$ cat config.mk
export PLATFORM = sky130hd
export DESIGN_NAME = hbram_axi_memtest
export DESIGN_NICKNAME = d
export VERILOG_FILES = /design/src/rtl/hbram_memtest_pkg.sv /design/src/rtl/hbram_memtest_pattern.sv /design/src/rtl/hbram_axi_memtest.sv
export SDC_FILE = /design/constraint.sdc
export NUM_CORES = 1
export LEC_CHECK = 0
export ABC_CLOCK_PERIOD_IN_PS = 6300
export BUFFER_PORTS_ARGS = -buffer_cell sky130_fd_sc_hd__buf_4
export CORE_UTILIZATION = 57
export DETAILED_ROUTE_END_ITERATION = 12
export PLACE_DENSITY = 0.86
export RECOVER_POWER = 25
export SKIP_LAST_GASP = 1
export SYNTH_ARGS = -nofsm -noshare
export SYNTH_HDL_FRONTEND = slang
export SYNTH_HIERARCHICAL = 1
export SYNTH_SLANG_ARGS = --single-unit
$ cat constraint.sdc
create_clock -name io_axi_clk -period 6.3 [get_ports io_axi_clk]
set_clock_uncertainty 0.15 [all_clocks]
set_input_delay 0 -clock io_axi_clk [delete_from_list [all_inputs] [get_ports io_axi_clk]]
set_output_delay 0 -clock io_axi_clk [all_outputs]
set_load 0.005 [all_outputs]
$ cat src/rtl/hbram_memtest_pkg.sv
// Shared types and constants for the hyperRAM AXI memory tester.
// The pattern source is selected by the HBRAM_MEMTEST_LFSR_EN macro (see hbram_memtest_pattern).
package hbram_memtest_pkg;

   typedef enum logic [2:0] {
      ST_IDLE,
      ST_WA,
      ST_WD,
      ST_WB,
      ST_RA,
      ST_RD,
      ST_DONE
   } state_t;

   localparam logic [1:0]  AXI_BURST_INCR = 2'b01;
   localparam logic [1:0]  AXI_RESP_OKAY  = 2'b00;
   // Right-shifting Galois form of x^32 + x^22 + x^2 + x + 1
   localparam logic [31:0] LFSR_TAPS      = 32'h8020_0003;

   function automatic logic [31:0] lfsr_next(input logic [31:0] s);
      return s[0] ? ((s >> 1) ^ LFSR_TAPS) : (s >> 1);
   endfunction

   function automatic logic [15:0] sat_inc(input logic [15:0] v);
      return (v == 16'hFFFF) ? v : v + 16'd1;
   endfunction

endpackage

$ cat src/rtl/hbram_memtest_pattern.sv
// Test pattern generator, one instance per phase.
// HBRAM_MEMTEST_LFSR_EN selects a seeded LFSR; otherwise the beat byte address is the pattern.
module hbram_memtest_pattern #(
   parameter int          AXI_DBW = 32,
   parameter logic [31:0] SEED    = 32'hACE1_0001
) (
   input  logic               i_clk,
   input  logic               i_rst_n,
   input  logic               i_load,
   input  logic               i_step,
   input  logic [31:0]        i_beat_addr,
   output logic [AXI_DBW-1:0] o_pattern
);
   import hbram_memtest_pkg::*;

   logic w_unused;

`ifdef HBRAM_MEMTEST_LFSR_EN
   logic [31:0] r_lfsr;

   always_ff @(posedge i_clk or negedge i_rst_n) begin
      if (!i_rst_n)    r_lfsr <= SEED;
      else if (i_load) r_lfsr <= SEED;
      else if (i_step) r_lfsr <= lfsr_next(r_lfsr);
   end

   assign w_unused  = ^i_beat_addr;
   assign o_pattern = {(AXI_DBW/32){r_lfsr}};
`else
   assign w_unused  = ^{i_clk, i_rst_n, i_load, i_step, SEED};
   assign o_pattern = {(AXI_DBW/32){i_beat_addr}};
`endif

endmodule

$ cat src/rtl/hbram_axi_memtest.sv
// Built-in AXI write/read-back memory test for the hyperRAM controller (one transaction in flight).
// Optional macro HBRAM_MEMTEST_LFSR_EN switches the data pattern to an LFSR sequence.
module hbram_axi_memtest #(
   parameter int          AXI_DBW    = 32,
   parameter logic [31:0] START_ADDR = 32'h0,
   parameter int          BURST_LEN  = 16,
   parameter int          NUM_BURSTS = 64,
   parameter logic [7:0]  AXI_ID     = 8'h5A,
   parameter logic [31:0] SEED       = 32'hACE1_0001
) (
   input  logic                   io_axi_clk,
   input  logic                   io_axi_rstn,
   input  logic                   start,
   output logic                   io_arw_valid,
   input  logic                   io_arw_ready,
   output logic [31:0]            io_arw_payload_addr,
   output logic [7:0]             io_arw_payload_id,
   output logic [7:0]             io_arw_payload_len,
   output logic [2:0]             io_arw_payload_size,
   output logic [1:0]             io_arw_payload_burst,
   output logic [1:0]             io_arw_payload_lock,
   output logic                   io_arw_payload_write,
   output logic                   io_w_valid,
   input  logic                   io_w_ready,
   output logic [7:0]             io_w_payload_id,
   output logic [AXI_DBW-1:0]     io_w_payload_data,
   output logic [AXI_DBW/8-1:0]   io_w_payload_strb,
   output logic                   io_w_payload_last,
   input  logic                   io_b_valid,
   output logic                   io_b_ready,
   input  logic [7:0]             io_b_payload_id,
   input  logic                   io_r_valid,
   output logic                   io_r_ready,
   input  logic [AXI_DBW-1:0]     io_r_payload_data,
   input  logic [7:0]             io_r_payload_id,
   input  logic [1:0]             io_r_payload_resp,
   input  logic                   io_r_payload_last,
   output logic                   busy,
   output logic                   done,
   output logic                   pass,
   output logic [15:0]            err_cnt,
   output logic [31:0]            first_err_addr
);
   import hbram_memtest_pkg::*;

   localparam int          AXSIZE      = $clog2(AXI_DBW/8);
   localparam logic [31:0] BURST_BYTES = 32'(BURST_LEN * (AXI_DBW/8));
   localparam logic [7:0]  LAST_BEAT   = 8'(BURST_LEN - 1);
   localparam logic [31:0] LAST_BURST  = 32'(NUM_BURSTS - 1);

   state_t              r_state, w_state_nxt;
   logic [31:0]         r_addr, r_burst, r_first_err_addr;
   logic [7:0]          r_beat;
   logic [15:0]         r_err_cnt;
   logic                r_err_seen;

   logic                w_clear, w_rd_load;
   logic                w_beat_last, w_last_burst, w_beat_err, w_rd_end;
   logic [31:0]         w_beat_addr;
   logic [AXI_DBW-1:0]  w_wr_pat, w_rd_pat;

   assign w_beat_addr  = r_addr + (32'(r_beat) << AXSIZE);
   assign w_beat_last  = (r_beat == LAST_BEAT);
   assign w_last_burst = (r_burst == LAST_BURST);
   assign w_rd_end     = io_r_payload_last | w_beat_last;
   assign w_beat_err   = (io_r_payload_data != w_rd_pat) | (io_r_payload_resp != AXI_RESP_OKAY) |
                         (io_r_payload_id != AXI_ID) | (io_r_payload_last != w_beat_last);

   hbram_memtest_pattern #(.AXI_DBW(AXI_DBW), .SEED(SEED)) u_wr_pat (
      .i_clk(io_axi_clk), .i_rst_n(io_axi_rstn), .i_load(w_clear),
      .i_step((r_state == ST_WD) && io_w_ready), .i_beat_addr(w_beat_addr), .o_pattern(w_wr_pat)
   );

   hbram_memtest_pattern #(.AXI_DBW(AXI_DBW), .SEED(SEED)) u_rd_pat (
      .i_clk(io_axi_clk), .i_rst_n(io_axi_rstn), .i_load(w_rd_load),
      .i_step((r_state == ST_RD) && io_r_valid), .i_beat_addr(w_beat_addr), .o_pattern(w_rd_pat)
   );

   always_ff @(posedge io_axi_clk or negedge io_axi_rstn) begin
      if (!io_axi_rstn) r_state <= ST_IDLE;
      else              r_state <= w_state_nxt;
   end

   always_comb begin
      w_state_nxt          = r_state;
      io_arw_valid         = 1'b0;
      io_arw_payload_write = 1'b0;
      io_w_valid           = 1'b0;
      io_b_ready           = 1'b0;
      io_r_ready           = 1'b0;
      busy                 = 1'b1;
      done                 = 1'b0;
      pass                 = 1'b0;
      w_clear              = 1'b0;
      w_rd_load            = 1'b0;
      case (r_state)
         ST_IDLE: begin
            busy = 1'b0;
            if (start) begin
               w_clear     = 1'b1;
               w_state_nxt = ST_WA;
            end
         end
         ST_WA: begin
            io_arw_valid         = 1'b1;
            io_arw_payload_write = 1'b1;
            if (io_arw_ready) w_state_nxt = ST_WD;
         end
         ST_WD: begin
            io_w_valid = 1'b1;
            if (io_w_ready && w_beat_last) w_state_nxt = ST_WB;
         end
         ST_WB: begin
            io_b_ready = 1'b1;
            if (io_b_valid) begin
               w_rd_load   = w_last_burst;
               w_state_nxt = w_last_burst ? ST_RA : ST_WA;
            end
         end
         ST_RA: begin
            io_arw_valid = 1'b1;
            if (io_arw_ready) w_state_nxt = ST_RD;
         end
         ST_RD: begin
            io_r_ready = 1'b1;
            if (io_r_valid && w_rd_end) w_state_nxt = w_last_burst ? ST_DONE : ST_RA;
         end
         ST_DONE: begin
            busy = 1'b0;
            done = 1'b1;
            pass = (r_err_cnt == 16'd0);
            if (start) begin
               w_clear     = 1'b1;
               w_state_nxt = ST_IDLE;
            end
         end
         default: w_state_nxt = ST_IDLE;
      endcase
   end

   // Burst/beat bookkeeping; the last burst of a phase rewinds to START_ADDR for the next phase
   always_ff @(posedge io_axi_clk or negedge io_axi_rstn) begin
      if (!io_axi_rstn) begin
         r_addr           <= START_ADDR;
         r_burst          <= '0;
         r_beat           <= '0;
         r_err_cnt        <= '0;
         r_err_seen       <= 1'b0;
         r_first_err_addr <= '0;
      end else if (w_clear) begin
         r_addr           <= START_ADDR;
         r_burst          <= '0;
         r_beat           <= '0;
         r_err_cnt        <= '0;
         r_err_seen       <= 1'b0;
         r_first_err_addr <= '0;
      end else begin
         case (r_state)
            ST_WD: if (io_w_ready) r_beat <= w_beat_last ? '0 : r_beat + 8'd1;
            ST_WB: if (io_b_valid) begin
               if (io_b_payload_id != AXI_ID) r_err_cnt <= sat_inc(r_err_cnt);
               r_burst <= w_last_burst ? '0 : r_burst + 32'd1;
               r_addr  <= w_last_burst ? START_ADDR : r_addr + BURST_BYTES;
            end
            ST_RD: if (io_r_valid) begin
               if (w_beat_err) begin
                  r_err_cnt <= sat_inc(r_err_cnt);
                  if (!r_err_seen) begin
                     r_err_seen       <= 1'b1;
                     r_first_err_addr <= w_beat_addr;
                  end
               end
               if (w_rd_end) begin
                  r_beat  <= '0;
                  r_burst <= w_last_burst ? '0 : r_burst + 32'd1;
                  r_addr  <= w_last_burst ? START_ADDR : r_addr + BURST_BYTES;
               end else begin
                  r_beat <= r_beat + 8'd1;
               end
            end
            default: ;
         endcase
      end
   end

   assign io_arw_payload_addr  = r_addr;
   assign io_arw_payload_id    = AXI_ID;
   assign io_arw_payload_len   = LAST_BEAT;
   assign io_arw_payload_size  = 3'(AXSIZE);
   assign io_arw_payload_burst = AXI_BURST_INCR;
   assign io_arw_payload_lock  = 2'b00;
   assign io_w_payload_id      = AXI_ID;
   assign io_w_payload_data    = w_wr_pat;
   assign io_w_payload_strb    = '1;
   assign io_w_payload_last    = (r_state == ST_WD) && w_beat_last;
   assign err_cnt              = r_err_cnt;
   assign first_err_addr       = r_first_err_addr;

endmodule

* Yosys cells after proc, flatten, opt, wreduce, memory -nomap -nowiden
Index checks and enable logic that the tools add are counted. Widths: inputs -> output; s select.
Storage, ports and cells: bits of input ports 58, word-level logic and storage cells 116, output and inout bits 156, flip-flop bits (word level) 124
Cells by class: equal/unequal tests 27, multiplexer cells 54, reductions and logical operators 19, bitwise gates (word level) 4, $add $sub $neg 5
Operators by type and width (count):
- $mux 32 | 15
- $pmux 32 s2 | 2
- $mux 16 | 6
- $mux 8 | 5
- $add 32x1->32 const B | 1
- $add 32x10->32 | 1
- $add 32x7->32 const B | 1
- $eq 32x6->1 const B | 1
- $ne 32x32->1 | 1
- $pmux 16 s2 | 1
- $mux 3 | 8
- $pmux 3 s7 | 1
- $ne 3x2->1 const B | 6
- $add 16x1->16 const B | 1
- $eq 16x16->1 const B | 1
- $logic_not 16->1 | 1
- $ne 8x7->1 const B | 2
- $pmux 8 s2 | 1
- $mux 1 | 14
- $ne 2x2->1 const B | 5
- $eq 3x3->1 const B | 3
- $add 8x1->8 const B | 1
- $eq 8x4->1 const B | 1
- $reduce_and 4->1 | 2
- 14 further kinds | 28

* Logic depth before layout (Yosys ltp)
word-level depth 9, gate-level depth with buffers 15, mapped depth without buffers 12

* Modules after synthesis
The synthesis kept the hierarchy.
By module, submodules not included:
- hbram_axi_memtest | instances 1, cells each 818, area each 7435.9 um2
- hbram_memtest_pattern | instances 2, cells each 32, area each 240.2 um2

* Least setup slack after synthesis
No wires, ideal clock.
kind register to register, start point register r_addr[7], in the netlist io_arw_payload_addr[7], end point register r_err_cnt[2], in the netlist err_cnt[2], setup slack 2680 ps, path buffers 3, clock period less this slack 3620 ps, data required time 6013 ps, arrival 3332 ps, cell stages (with the launch flop) 16, library setup time 137 ps, path through dfrtp_1 > ha_1 > a211oi_1 > o21bai_1 > a31o_2 > clkbuf_1 > nor3b_1 > xor2_1 > buf_4 > xnor2_1 > nand4_1 > nor4_1 > nand4_1 > nand3_1 > clkbuf_1 > o21ai_0
Between the ends: word-level cells in the longest chain between the ends 7
Ends and longest elaborated chain:
- start: declaration | RTL line hbram_axi_memtest.sv:52 | logic [31:0] r_addr, r_burst, r_first_err_addr;
- start signal: assignment | RTL line hbram_axi_memtest.sv:163 | r_addr <= w_last_burst ? START_ADDR : r_addr + BURST_BYTES;
- start signal: assignment | RTL line hbram_axi_memtest.sv:176 | r_addr <= w_last_burst ? START_ADDR : r_addr + BURST_BYTES;
- $add 32x10->32 | RTL line hbram_axi_memtest.sv:62 | assign w_beat_addr = r_addr + (32'(r_beat) << AXSIZE);
- net w_beat_addr[22] | RTL line hbram_axi_memtest.sv:59 | logic [31:0] w_beat_addr;
- $ne 32x32->1 | RTL line hbram_axi_memtest.sv:66 | assign w_beat_err = (io_r_payload_data != w_rd_pat) | (io_r_payload_resp != AXI_RESP_OKAY) |
- $or 1x1->1 (2 in a row) | RTL line hbram_axi_memtest.sv:66
- $or 1x1->1 | RTL line hbram_axi_memtest.sv:67 | (io_r_payload_id != AXI_ID) | (io_r_payload_last != w_beat_last);
- $ne 3x2->1 (no source line)
- $reduce_and 5->1 (no source line)
- end signal: assignment | RTL line hbram_axi_memtest.sv:161 | if (io_b_payload_id != AXI_ID) r_err_cnt <= sat_inc(r_err_cnt);
- end signal: assignment | RTL line hbram_axi_memtest.sv:167 | r_err_cnt <= sat_inc(r_err_cnt);
- end: declaration | RTL line hbram_axi_memtest.sv:54 | logic [15:0] r_err_cnt;
The timed path passes the listed nets, and every way through them passes these cells. A chain may end at the register's enable or synchronous reset.

* Worst setup path in the final report
start point register r_addr[7], in the netlist io_arw_payload_addr[7], end point register r_err_cnt[1], in the netlist err_cnt[1]
Between the ends: word-level cells in the longest chain between the ends 7
Ends and longest elaborated chain (RTL line):
- $add 32x10->32 | hbram_axi_memtest.sv:62
- $ne 32x32->1 | hbram_axi_memtest.sv:66
- $or 1x1->1 (2 in a row) | hbram_axi_memtest.sv:66
- $or 1x1->1 | hbram_axi_memtest.sv:67
- $ne 3x2->1 (no source line)
- $reduce_and 5->1 (no source line)
No other way between the ends.

==> impl_metrics.yaml <==
hold_path:
  hold_end: "r_beat[2]"
  hp-class: "input pin to flip-flop"
  hold_depth: 4
  min_from: "start"
timing:
  drv_slew: 44
  setup_viol: 0
  fmax_ghz: 0.234
  whs_ns: 0.0379
  hold_viol: 0
  fin_ws_ns: 2.03
  worst_slew_pin_slew_ns: 2.33
  setup_tns_ns: 0
  relSlewSlack_pct: -55.1
  grt_setup_unrepaired: "no"
  min_period_ns: 4.27
  period_share_pct: 67.8
clock_network:
  tritoncts: "yes"
  numCtsBuffers: 17
  clock-root-buffer: "clkbuf_16"
  cts.repair.resized: 0
  h-tree-depth: 4
  insertion_delay_ns: 0.42
  clock_sinks: 117
  cts.hold.buffers_added: 9
  postCtsSetupBuffers: 0
  clk_pin_slew_ns: 0.06
  clock_path_buffers: 2
detailed_routing:
  vias: 7194
  routed_wirelength_um: 22800
  final_antenna_net_count: 0
  drt_first_iter_violations: 1038
  wl_per_cell_um: 19.5
  via_per_inst: 6.14
  dr.pass1.iters: 8
  drc: 0
pwr:
  p_int_mw: 2.02
  clock_power_share_pct: 35.1
  sequentialPowerShare_pct: 34.8
  p_switching_mw: 1.10
  powerDensity_mw_per_mm2: 333
  switching_share_pct: 35.1
  ir_drop_uv: 228
  pwr-share-comb_pct: 30.1
  p_total_mw: 3.12
  p_leak_nw: 4.32
setup_path:
  crit_path_end_kind: "flip-flop"
  r2r_start: "io_arw_payload_addr[7]"
  crit_arrival_ns: 4.40
  rr_endpoint: "err_cnt[1]"
  crit_path_start_kind: "flip-flop"
  worstSetupPathType: "flip-flop to flip-flop"
  crit_required_ns: 6.43
  critPathMaxFanout: 13
  r2r_slack_ns: 2.03
  r2r_cells: 12
floorplan:
  ioPinCount: 214
  die_h_um: 120
  row_count: 42
  die_x_um: 120
  start_util_pct: 59.1
  design.core.area_sq_mm: 0.0134
  dieArea_sq_mm: 0.0144
placement:
  dp_hpwl_um: 16200
  dp.cells: 1130
  port_buffers: 170
  pre_cts_ws_ns: 2.23
  placed_area_sq_mm: 0.00865
  gp_congestion: 0.937
global_route:
  gr-usage-all-layers_pct: 32.2
  grt_max_degree: 75
  antenna_found_initial: 0
  grt_pass1_vias: 6815
  overflow: 0
  grt_pass1_wl_um: 35500
run_status:
  status: "finished, violations left"
  violations: "max-capacitance violations, max-slew violations"
layout:
  fin_area_sq_mm: 0.00938
  syn2layout_area_growth_pct: 18.4
  fin_nets: 1051
  n_antenna_cell: 0
  fin_cells: 1171
  seqCellArea_sq_mm: 0.00293
  multiInputGateArea_sq_mm: 0.00411
  n_fill_cell: 1041
  final_util_pct: 70.0
  drive_gt1_share_pct: 22.3
synthesis:
  yosysWarnings: 6
  ys_types: 59
  synth_edf_count: 0
  synthArstFlopShare_pct: 100
  ys.flop_type: "dfrtp_1"
  yosysSeqAreaShare_pct: 37.0
  synth_area_sq_mm: 0.00792
  synth_seq_cells: 117
  syn-mean-instance-area_sq_um: 8.98
  synthCells: 882
flow_run:
  maxCapViolCount: 1
-- power groups by stage --
stage	combinational [mW]	clock [mW]	sequential (mW)
4_1_cts	0.927	1.10	1.08
5_1_grt	1.02	1.14	1.11
2_1_floorplan	0.674	0	1.00
6_report	0.939	1.10	1.09
3_3_place_gp	0.882	0	1.08
3_5_place_dp	0.900	0	1.09
-- cells in the mapped netlist, types with 2 or more instances --
cell type	n	area, sq um
nor2_1	60	225
o41ai_1	3	26.3
and3b_1	2	17.5
o21ai_0	42	210
ha_1	11	138
mux4_2	2	45.0
nor2b_1	7	43.8
a32o_1	31	310
xor2_1	27	236
nand3_1	35	175
buf_2	5	25.0
nor4b_1	3	26.3
a31oi_1	3	18.8
nand4_1	35	219
a21o_1	7	52.6
nor3b_1	6	45.0
buf_4	106	796
o31ai_1	23	173
or3_1	14	87.6
nor4_1	16	100
nor3_1	33	165
o21bai_1	2	15.0
o22ai_1	2	12.5
nor3_2	3	30.0
nand2_1	62	233
buf_6	4	45.0
and4_1	9	78.8
and2_1	9	56.3
a21oi_1	17	85.1
inv_1	17	63.8
nor2_2	4	25.0
conb_1	2	7.51
nand2b_1	6	37.5
clkbuf_1	32	120
nand4b_1	4	35.0
a211oi_1	5	37.5
dfrtp_1	117	2930
xnor2_1	69	604
or2_2	2	12.5
a2bb2oi_1	3	26.3
mux2i_1	3	30.0
and3_1	20	125
nand4bb_1	3	33.8
-- final cells by class --
type | instances | share of cell area (%)
multi-input cells | 643 | 43.8
flip-flops and latches | 117 | 31.2
repair buffers | 185 | 14.7
clock buffers | 23 | 5.31
well taps | 176 | 2.35
clock inverters | 9 | 1.81
inverters | 18 | 0.721
-- per-layer routing --
| metal | up-vias | part of all wire (%) | global-route usage, % | routed length [um] |
|---|---|---|---|---|
| met2 | 448 | 48 | 52.9 | 11000 |
| met1 | 3469 | 39 | 40.0 | 8920 |
| li1 | 3219 | - | - | - |
| met5 | - | 0 | 0 | 0 |
| met3 | 58 | 9.7 | 8.84 | 2210 |
| met4 | 0 | 3.1 | 13.0 | 697 |
-- worst max-delay path, stage by stage (launching register included) --
cell and delay, ns:
dfrtp_1 0.45, ha_1 0.38, a211oi_1 0.10, o21bai_1 0.26
nand2_1 0.25, or3_1 0.43, xnor2_1 0.38, xnor2_1 0.20
nand4_1 0.10, nor4_1 0.40, and4_1 0.62, nor3_1 0.23
mux2i_1 0.17
-- worst max-delay path by stage --
| stage | slack [ns] | end | startpoint | depth (start not counted) |
|---|---|---|---|---|
| 2_1_floorplan | 2.68 | err_cnt[2] | io_arw_payload_addr[7] | 15 |
| 3_3_place_gp | 2.34 | err_cnt[1] | io_arw_payload_addr[8] | 12 |
| 3_5_place_dp | 2.23 | err_cnt[1] | io_arw_payload_addr[8] | 12 |
| 4_1_cts | 2.14 | err_cnt[1] | io_arw_payload_addr[8] | 12 |
| 5_1_grt | 1.80 | err_cnt[1] | io_arw_payload_addr[8] | 12 |
| 6_report | 2.03 | err_cnt[1] | io_arw_payload_addr[7] | 12 |
-- cells in the final DEF, fill, tap and decap left out, types with 5 or more instances in the layout --
cell type	Yosys	layout
a211oi_1	5	5
a21o_1	7	7
a21oi_1	17	17
a32o_1	31	31
and2_1	9	9
and3_1	20	20
and4_1	9	9
buf_4	106	132
bufinv_16	0	5
clkbuf_1	32	8
clkbuf_16	0	17
clkbuf_4	0	38
clkbuf_8	0	5
conb_1	2	46
dfrtp_1	117	117
dlygate4sd3_1	0	8
ha_1	11	11
inv_1	17	17
nand2_1	62	62
nand2b_1	6	6
nand3_1	35	35
nand4_1	35	35
nor2_1	60	60
nor2b_1	7	6
nor3_1	33	33
nor3b_1	6	6
nor4_1	16	16
o21ai_0	42	41
o31ai_1	23	23
or3_1	14	14
xnor2_1	69	69
xor2_1	27	27
-- registers in the layout, summed over array words and instances, names as in the netlist --
name / cells
r_burst: 32
r_state: 3
first_err_addr: 31
err_cnt: 16
r_err_seen: 1
io_arw_payload_addr: 26
r_beat: 8
-- logic make-up (layout without fill, tap and decap cells) --
kind of cell | Yosys count | count (layout) | share of synthesized area [%]
AO/OA/AOI/OAI | 145 | 145 | 13.0
multiplexers | 5 | 5 | 0.948
flip-flops | 117 | 117 | 37.0
AND/OR/NAND/NOR | 340 | 340 | 23.2
adder cells (fa/ha/maj) | 11 | 11 | 1.74
buffers and inverters | 166 | 235 | 13.4
XOR/XNOR | 96 | 96 | 10.6
other | 2 | 46 | 0.0949
Power figures use the tool's default switching activity.
